File: src/rtl/mem_ctrl.sv
// mem_ctrl: byte-serial memory controller between the ROB store-commit port /
// load buffer and an 8-bit single-port RAM (1-cycle read latency), little-endian.
// Optional build macro MEMCTRL_IO_STALL_EN: stores into the IO window stall
// while the UART output buffer reports full.
`ifndef INST_TYPE_WIDTH
`define INST_TYPE_WIDTH 4
`endif
`ifndef LB
`define LB  4'd0
`endif
`ifndef LH
`define LH  4'd1
`endif
`ifndef LW
`define LW  4'd2
`endif
`ifndef LBU
`define LBU 4'd3
`endif
`ifndef LHU
`define LHU 4'd4
`endif
`ifndef SB
`define SB  4'd5
`endif
`ifndef SH
`define SH  4'd6
`endif
`ifndef SW
`define SW  4'd7
`endif

module mem_ctrl #(
  parameter int         ROB_TAG_W  = 5,
  parameter logic [1:0] IO_HI_BITS = 2'b11
) (
  input  logic                        clk_in,
  input  logic                        rst_in,
  input  logic                        rdy_in,
  input  logic                        flush_in,
  input  logic                        rob_en_in,
  input  logic [31:0]                 rob_address_in,
  input  logic [31:0]                 rob_wdata_in,
  input  logic [`INST_TYPE_WIDTH-1:0] rob_inst_type_in,
  output logic                        rob_rdy_out,
  output logic                        rob_finish_out,
  input  logic                        lbuffer_en_in,
  input  logic [31:0]                 lbuffer_address_in,
  input  logic [`INST_TYPE_WIDTH-1:0] lbuffer_inst_type_in,
  input  logic [ROB_TAG_W-1:0]        lbuffer_dest_in,
  output logic                        lbuffer_rdy_out,
  output logic                        lbuffer_finish_out,
  output logic [ROB_TAG_W-1:0]        lbuffer_dest_out,
  output logic [31:0]                 lbuffer_value_out,
  input  logic [7:0]                  mem_din_in,
  output logic [7:0]                  mem_dout_out,
  output logic [31:0]                 mem_a_out,
  output logic                        mem_wr_out,
  input  logic                        io_buffer_full_in
);
  typedef enum logic [1:0] {IDLE = 2'd0, STORE = 2'd1, LOAD = 2'd2} state_t;

  state_t                      state, state_nx;
  // STORE: cnt = next byte to write, flag = last byte already written.
  // LOAD:  cnt = lane to capture,   flag = first RAM read already in flight.
  logic [1:0]                  cnt, cnt_nx;
  logic                        flag, flag_nx;
  logic [31:0]                 addr, addr_nx, wdata, wdata_nx, lanes, lanes_nx;
  logic [`INST_TYPE_WIDTH-1:0] itype, itype_nx;
  logic [ROB_TAG_W-1:0]        tag, tag_nx, dest_nx;
  logic                        rob_finish_nx, lb_finish_nx, wr_nx;
  logic [7:0]                  dout_nx;
  logic [31:0]                 a_nx, value_nx;
  logic                        stall_new, stall_cur;

  // Index of the final byte of an access: 0/1/3 for byte/half/word.
  function automatic logic [1:0] last_idx(input logic [`INST_TYPE_WIDTH-1:0] t);
    case (t)
      `LB, `LBU, `SB: last_idx = 2'd0;
      `LH, `LHU, `SH: last_idx = 2'd1;
      default:        last_idx = 2'd3;
    endcase
  endfunction

  // Sign- or zero-extend the assembled little-endian load data.
  function automatic logic [31:0] extend(input logic [`INST_TYPE_WIDTH-1:0] t,
                                         input logic [31:0] raw);
    logic signed [7:0]  b;
    logic signed [15:0] h;
    b = raw[7:0];
    h = raw[15:0];
    case (t)
      `LB:     extend = 32'(b);
      `LH:     extend = 32'(h);
      `LBU:    extend = {24'd0, raw[7:0]};
      `LHU:    extend = {16'd0, raw[15:0]};
      default: extend = raw;
    endcase
  endfunction

`ifdef MEMCTRL_IO_STALL_EN
  assign stall_new = (rob_address_in[17:16] == IO_HI_BITS) && io_buffer_full_in;
  assign stall_cur = (addr[17:16] == IO_HI_BITS) && io_buffer_full_in;
`else
  logic io_unused;
  assign io_unused = io_buffer_full_in ^ (^IO_HI_BITS);
  assign stall_new = 1'b0;
  assign stall_cur = 1'b0;
`endif

  assign rob_rdy_out     = (state == IDLE);
  assign lbuffer_rdy_out = (state == IDLE);

  // Next-state and next-output computation for every register.
  always_comb begin
    state_nx      = state;
    cnt_nx        = cnt;
    flag_nx       = flag;
    addr_nx       = addr;
    wdata_nx      = wdata;
    lanes_nx      = lanes;
    itype_nx      = itype;
    tag_nx        = tag;
    rob_finish_nx = 1'b0;
    lb_finish_nx  = 1'b0;
    wr_nx         = mem_wr_out;
    dout_nx       = mem_dout_out;
    a_nx          = mem_a_out;
    value_nx      = lbuffer_value_out;
    dest_nx       = lbuffer_dest_out;
    case (state)
      IDLE: begin
        if (rob_en_in) begin
          addr_nx  = rob_address_in;
          wdata_nx = rob_wdata_in;
          itype_nx = rob_inst_type_in;
          cnt_nx   = 2'd0;
          flag_nx  = 1'b0;
          state_nx = STORE;
          a_nx     = rob_address_in;
          wr_nx    = 1'b0;
          // Byte 0 goes out on the acceptance edge unless the IO window is full.
          if (!stall_new) begin
            dout_nx = rob_wdata_in[7:0];
            wr_nx   = 1'b1;
            if (last_idx(rob_inst_type_in) == 2'd0) flag_nx = 1'b1;
            else                                    cnt_nx  = 2'd1;
          end
        end else if (lbuffer_en_in && !flush_in) begin
          addr_nx  = lbuffer_address_in;
          itype_nx = lbuffer_inst_type_in;
          tag_nx   = lbuffer_dest_in;
          cnt_nx   = 2'd0;
          flag_nx  = 1'b0;
          state_nx = LOAD;
          a_nx     = lbuffer_address_in;
          wr_nx    = 1'b0;
        end
      end
      STORE: begin
        if (flag) begin
          rob_finish_nx = 1'b1;
          wr_nx         = 1'b0;
          state_nx      = IDLE;
        end else if (stall_cur) begin
          wr_nx = 1'b0;
        end else begin
          a_nx    = addr + 32'(cnt);
          dout_nx = wdata[{cnt, 3'b000} +: 8];
          wr_nx   = 1'b1;
          if (cnt == last_idx(itype)) flag_nx = 1'b1;
          else                        cnt_nx  = cnt + 2'd1;
        end
      end
      LOAD: begin
        wr_nx = 1'b0;
        if (flush_in) begin
          state_nx = IDLE;
        end else if (!flag) begin
          flag_nx = 1'b1;
          if (last_idx(itype) != 2'd0) a_nx = mem_a_out + 32'd1;
        end else begin
          lanes_nx[{cnt, 3'b000} +: 8] = mem_din_in;
          if (cnt == last_idx(itype)) begin
            lb_finish_nx = 1'b1;
            value_nx     = extend(itype, lanes_nx);
            dest_nx      = tag;
            state_nx     = IDLE;
          end else begin
            cnt_nx = cnt + 2'd1;
            // Keep addresses one byte ahead of capture, never past the access.
            if (({1'b0, cnt} + 3'd1) < {1'b0, last_idx(itype)}) a_nx = mem_a_out + 32'd1;
          end
        end
      end
      default: state_nx = IDLE;
    endcase
  end

  // Control state and registered outputs; reset wins over rdy_in.
  always_ff @(posedge clk_in) begin
    if (rst_in) begin
      state              <= IDLE;
      cnt                <= 2'd0;
      flag               <= 1'b0;
      rob_finish_out     <= 1'b0;
      lbuffer_finish_out <= 1'b0;
      mem_wr_out         <= 1'b0;
      mem_a_out          <= 32'd0;
      mem_dout_out       <= 8'd0;
      lbuffer_value_out  <= 32'd0;
      lbuffer_dest_out   <= '0;
    end else if (rdy_in) begin
      state              <= state_nx;
      cnt                <= cnt_nx;
      flag               <= flag_nx;
      rob_finish_out     <= rob_finish_nx;
      lbuffer_finish_out <= lb_finish_nx;
      mem_wr_out         <= wr_nx;
      mem_a_out          <= a_nx;
      mem_dout_out       <= dout_nx;
      lbuffer_value_out  <= value_nx;
      lbuffer_dest_out   <= dest_nx;
    end
  end

  // Latched request fields and captured load bytes.
  always_ff @(posedge clk_in) begin
    if (rdy_in) begin
      addr  <= addr_nx;
      wdata <= wdata_nx;
      itype <= itype_nx;
      tag   <= tag_nx;
      lanes <= lanes_nx;
    end
  end
endmodule

File: config.mk
export PLATFORM = sky130hd
export DESIGN_NAME = mem_ctrl
export DESIGN_NICKNAME = d
export VERILOG_FILES = /design/src/rtl/mem_ctrl.sv
export SDC_FILE = /design/constraint.sdc
export NUM_CORES = 1
export LEC_CHECK = 0
export CAP_MARGIN = 20
export CORE_MARGIN = 2
export CORE_UTILIZATION = 47
export CTS_CLUSTER_SIZE = 30
export DETAILED_ROUTE_END_ITERATION = 12
export PLACE_DENSITY = 0.78
export REMOVE_ABC_BUFFERS = 1
export SLEW_MARGIN = 20
export SYNTH_ARGS = -nofsm -noshare
export SYNTH_HDL_FRONTEND = slang
export SYNTH_SLANG_ARGS = --single-unit
File: constraint.sdc
create_clock -name clk_in -period 5 [get_ports clk_in]
set_input_delay 0.5 -clock clk_in [delete_from_list [all_inputs] [get_ports clk_in]]
set_output_delay 0.5 -clock clk_in [all_outputs]
set_load 0.01 [all_outputs]
# After elaboration in Yosys (flattened, before gate mapping)

Cells that the tools add are included.

Input port bits: 124
Logic and storage cells: 141
Bits in registers: 190
Output and inout port bits: 82

Eq/ne operators: 27
Shift operators: 3
Reduce and logical (&&, ||, !) cells: 25
Magnitude comparators: 1
Bitwise logic cells: 2
Add/sub/neg operators: 5
Muxes and demuxes: 63

Operator list:

| kind                                                 | number |
|---|---|
| two-way mux 32 bit                                   | 8 |
| one-hot mux 32 bit (4 select lines)                  | 1 |
| one-hot mux 32 bit (3 select lines)                  | 1 |
| two-way mux 2 bit                                    | 26 |
| adder 32 x 1 -> 32 bit, second input constant        | 1 |
| adder 32 x 2 -> 32 bit                               | 1 |
| bitwise mux 32 bit                                   | 1 |
| variable shift 8 x 7 -> 32 bit, first input constant | 1 |
| variable part select 32 x 6 -> 8 bit                 | 1 |
| variable part select 8 x 7 -> 32 bit                 | 1 |
| == test 4 x 3 -> 1 bit, second input constant        | 6 |
| two-way mux 8 bit                                    | 2 |
| one-hot mux 8 bit (2 select lines)                   | 1 |
| AND reduction 4 bit                                  | 4 |
| AND reduction 8 bit                                  | 2 |
| two-way mux 1 bit                                    | 15 |
| != test 3 bit, second input constant                 | 5 |
| != test 2 bit, second input constant                 | 7 |
| one-hot mux 2 bit (3 select lines)                   | 2 |
| OR reduction 3 bit                                   | 4 |
| AND reduction 5 bit                                  | 2 |
| AND reduction 3 bit                                  | 3 |
| == test 4 x 1 -> 1 bit, second input constant        | 2 |
| == test 4 x 2 -> 1 bit, second input constant        | 2 |
| 18 further kinds                                     | 27 |

# Depth between registers and ports, before layout

Depth after elaboration: 17
Gate-level depth with buffers: 13
Gate-level depth less buffers: 10

# Least setup slack after synthesis

No wires, ideal clock.

Path type: reg-to-reg
From: register state[0]
To: register lbuffer_value_out[19]
Library setup time: 0.132 ns
Period minus slack after synthesis: 5.348 ns
Required time: 4.868 ns
Slack: -0.348 ns
Arrival time: 5.215 ns
Stages on the path, launching flop included: 9
Path buffers: 1
Cells stage by stage: dfxtp_1 > inv_1 > ha_1 > inv_1 > nor4_1 > nand2_1 > a21oi_2 > clkbuf_1 > a21oi_1

Cells in the longest elaborated chain, start to end: 2

RTL lines:

| element                              | RTL line | RTL |
|---|---|---|
| from (decl)                          | 63       | `state_t state, state_nx;` |
| from (signal assigned)               | 214      | `state <= state_nx;` |
| == test 2 bit                        | 131      | `case (state)` |
| AND reduction 5 bit (no source line) | -        |  |
| to (signal assigned)                 | 222      | `lbuffer_value_out <= value_nx;` |
| to (decl)                            | 54       | `output logic [31:0] lbuffer_value_out,` |

No other way between the ends.
A chain may end at the register's enable or synchronous reset.

# Worst setup path after layout

From: register itype[1]
To: register mem_a_out[5]

Cells in the longest elaborated chain, start to end: 10
Elaborated cells between the ends (all ways): 26
Classes of those cells: order compare (1); eq/ne (9); mux (11); reduce/logical (5)

RTL lines:

| element                                        | RTL line | RTL |
|---|---|---|
| from (decl)                                    | 69       | `` logic [`INST_TYPE_WIDTH-1:0] itype, itype_nx; `` |
| from (signal assigned)                         | 232      | `itype <= itype_nx;` |
| == test 4 x 1 -> 1 bit (tied with other cells) | 78       | `case (t)` |
| OR reduction 3 bit                             | 78       |  |
| one-hot mux 2 bit (2 select lines) *           | 78       |  |
| two-way mux 2 bit                              | 184      | `if (cnt == last_idx(itype)) begin` |
| two-way mux 2 bit                              | 179      | `end else if (!flag) begin` |
| two-way mux 2 bit                              | 177      | `if (flush_in) begin` |
| two-way mux 2 bit                              | 131      |  |
| less-than comparator 3 x 2 -> 1 bit            | 192      | `if (({1'b0, cnt} + 3'd1) < {1'b0, last_idx(itype)}) a_nx = mem_a_out + 32'd1;` |
| != test 3 bit (no source line)                 | -        |  |
| AND reduction 8 bit (no source line) *         | -        |  |
| to (signal assigned)                           | 220      | `mem_a_out <= a_nx;` |
| to (decl)                                      | 57       | `output logic [31:0] mem_a_out,` |

Every way passes the cells marked *; elsewhere a longest branch is shown, timed or not. The select of a mux whose other input is x is not followed.

==> results.cfg <==
[global_routing]
grt_pass1_wl_um = 40080
grt_max_degree = 51
antenna_found_initial = 1
grt_usage_pct = 23.25
overflow = 0
grt_pass1_vias = 7846

[cts]
postCtsSetupRepairBufs = 0
clock-sinks = 190
ctsRootBufferMaster = clkbuf_16
cts.htree.levels = 4
cts_tree = built
clk_latency_ns = 0.43
cts_made_buffers = 17
path_clk_slew_ns = 0.07
cts_resized = 0
ctsHoldBuffers = 0
cts_max_path_buffers = 2

[timing]
finalHoldViolations = 0
max_freq_mhz = 277.9
finalCritPeriodShare_pct = 71.97
slew_violations = 0
slew_headroom_pct = 31.62
tightestPinTransition_ns = 1.026
setup_violations = 0
clock_skew_ns = 0.01880
rsz0062_at_grt = no
period_needed_ns = 3.598

[yosys]
ys_warn_count = 0
synth_edf_count = 105
synth_xor_xnor_area_share_pct = 5.270
netlist_instances = 949
ys_async_sr_fraction_pct = 0
ys.flop_type = edfxtp_1
yosys.area_share.adder_pct = 2.103
avgSynthCellArea_um2 = 10.16
ys_seq_area_share_pct = 50.36
synth_area_um2 = 9639
synth_top_family_by_area = compound AO/OA/AOI/OAI gates
synth_compound_area_share_pct = 15.85
synth-simple-area-share_pct = 14.51
muxShareOfSynthArea_pct = 7.386
synth-seq-cells = 190
ys_types = 68

[critical_path]
crit_path_start_kind = flop
worst_ep_arrival_time_ns = 3.92
end_kind = flop
cp.required_ns = 5.32
worst-setup-path-type = reg2reg
path_max_fanout = 10

[die]
rows = 52
dieArea_um2 = 21670
die_w_um = 147.2
initial_core_util_pct = 47.79
coreArea_um2 = 20170
ios = 206
die_y_um = 147.2

[drt]
vias = 8067
viasPerCell = 5.717
drc_errors = 0
wl_per_cell_um = 17.95
routed_wl_um = 25330
drtIter0Drc = 565
drtAntennaViolNets = 0
dr.pass1.iters = 5

[power_and_ir_drop]
p_sw_uw = 999.5
seqPwrFrac_pct = 48.8
leakagePower_nw = 4.294
power_switching_share_pct = 27.20
ir_worst_vdd_mv = 0.2247
cell_internal_pwr_mw = 2.675
clockPowerShare_pct = 35.4
comb_power_share_pct = 15.8
p_per_area_nw_per_um2 = 295.1

[placed_design]
gp_congestion = 0.8799
dp_hpwl_um = 17430
placed_area_um2 = 11890
portBuffers = 204

[layout]
diodes = 0
design_area_um2 = 12450
nets = 1267
drive_gt1_share_pct = 10.08
synthToLayoutAreaGrowth_pct = 29.21
fin_util_pct = 61.75

[job]
cap_violations = 0

[worst_hold_path]
min_path_type = reg2reg

[status]
status = completed
[logic make-up after synthesis]
logic type	count (synthesis)
AND/OR/NAND/NOR	287
AO/OA/AOI/OAI	237
flip-flops	190
buffers and inverters	106
XOR/XNOR	58
multiplexers	56
adder cells (fa/ha/maj)	15
[placed cells by master (no fill, tap or decap), types with 3 or more instances in the layout]
cell type	count
a211oi_1	11
a21oi_1	57
a221oi_1	15
a22o_1	8
a22oi_1	4
a311oi_1	3
a31o_2	3
a31oi_1	5
and3_1	4
and4_1	8
buf_4	15
clkbuf_16	17
clkdlybuf4s50_1	202
clkinv_4	4
dfxtp_1	85
edfxtp_1	105
ha_1	12
inv_1	46
inv_6	3
inv_8	4
mux2_2	38
mux2i_1	9
mux4_2	8
nand2_1	110
nand2b_1	3
nand3_1	42
nand4_1	9
nor2_1	42
nor2b_1	4
nor3_1	29
nor4_1	11
o211ai_1	16
o21ai_0	72
o221ai_1	7
o31ai_1	15
or2_2	4
or3_1	3
or4_1	3
xnor2_1	31
xor2_1	27
[registers in the layout, summed over array words and instances (netlist names), 5 cells and up]
register,count
addr,32
lanes,32
wdata,32
mem_a_out,32
mem_dout_out,8
lbuffer_dest_out,5
lbuffer_value_out,32
tag,5
[power by group through the flow]
| stage | registers, mW | logic [mW] | clock network, mW |
|---|---|---|---|
| after global routing | 1.80 | 0.632 | 1.39 |
| final | 1.79 | 0.579 | 1.30 |
| after floorplan | 1.83 | 0.278 | 0 |
| after detailed placement | 1.83 | 0.579 | 0 |
| after global placement | 1.83 | 0.566 | 0 |
| after CTS | 1.79 | 0.583 | 1.32 |
[routing by layer]
layer  up-vias  wire, um  GRT usage, %
met2       321     12050         38.01
met4         2       536         7.740
met5         -        13             0
met1      3836     10930         30.63
li1       3871         -             -
met3        37      1803         5.435
[final timing paths]
kind | cells after the start | from | slack, ns | to
hold / removal | 2 | lbuffer_dest_out[2] | 0.46 | lbuffer_dest_out[2]
hold reg to reg | 2 | lbuffer_dest_out[2] | 0.46 | lbuffer_dest_out[2]
setup / recovery | 11 | itype[1] | 1.40 | mem_a_out[5]
setup reg to reg | 11 | itype[1] | 1.40 | mem_a_out[5]
[critical path, stage by stage, from the launching register on]
cell,delay (ns)
edfxtp_1,0.50
xor2_1,0.21
a21oi_1,0.10
or2_2,0.28
ha_1,0.34
nor4_1,0.08
a31oi_1,0.47
a311oi_1,0.24
a211oi_2,0.63
buf_4,0.31
nor2_1,0.06
a311oi_1,0.28
[cell usage after synthesis (all sizes together) (3+ instances only)]
master    n  share of area (%)
o221ai    7               0.64
a31oi     5               0.32
o21ai    74                3.8
a211oi   12               0.99
o211ai   16                1.2
a311oi    4               0.43
a221oi   15                1.4
buf      25                1.4
nand3    43                2.3
xor2     27                2.5
mux2i    10                1.1
or3       3               0.19
nand2   110                4.3
mux2     38                4.4
and3      4               0.26
a31o      4               0.36
a21oi    59                3.1
and4      8               0.73
or2       4               0.26
nor4     14                1.1
edfxtp  105                 33
a22oi     4               0.31
o31ai    16                1.3
xnor2    31                2.8
nor3     29                1.5
nor2b     4               0.26
nand2b    3               0.19
a22o      8               0.73
nor2     43                1.7
mux4      8                1.9
inv      46                1.8
nand4    10               0.71
clkbuf   34                1.3
dfxtp    85                 18
or4       3               0.23
ha       13                1.7
[metrics by stage]
stage	setup slack, ns	total power, mW	cells	hold slack (ns)	TNS, ns
floorplan	-2.580	2.112	890	0.4631	-86.06
global placement	1.563	2.391	1379	0.4419	0
detailed placement	1.527	2.407	1379	0.4468	0
CTS	1.467	3.691	1411	0.4566	0
global route	1.219	3.826	1411	0.4871	0
finish	1.402	3.675	1411	0.4551	0
[cell type report]
type | count | area, um2
Clock inverter | 13 | 126.4
Timing Repair Buffer | 219 | 2145
Sequential cell | 190 | 4855
Fill cell | 1663 | 7715
Multi-Input combinational cell | 653 | 4382
Clock buffer | 19 | 432.9
Inverter | 47 | 176.4
Tap cell | 270 | 337.8
Power figures use the tool's default switching activity.
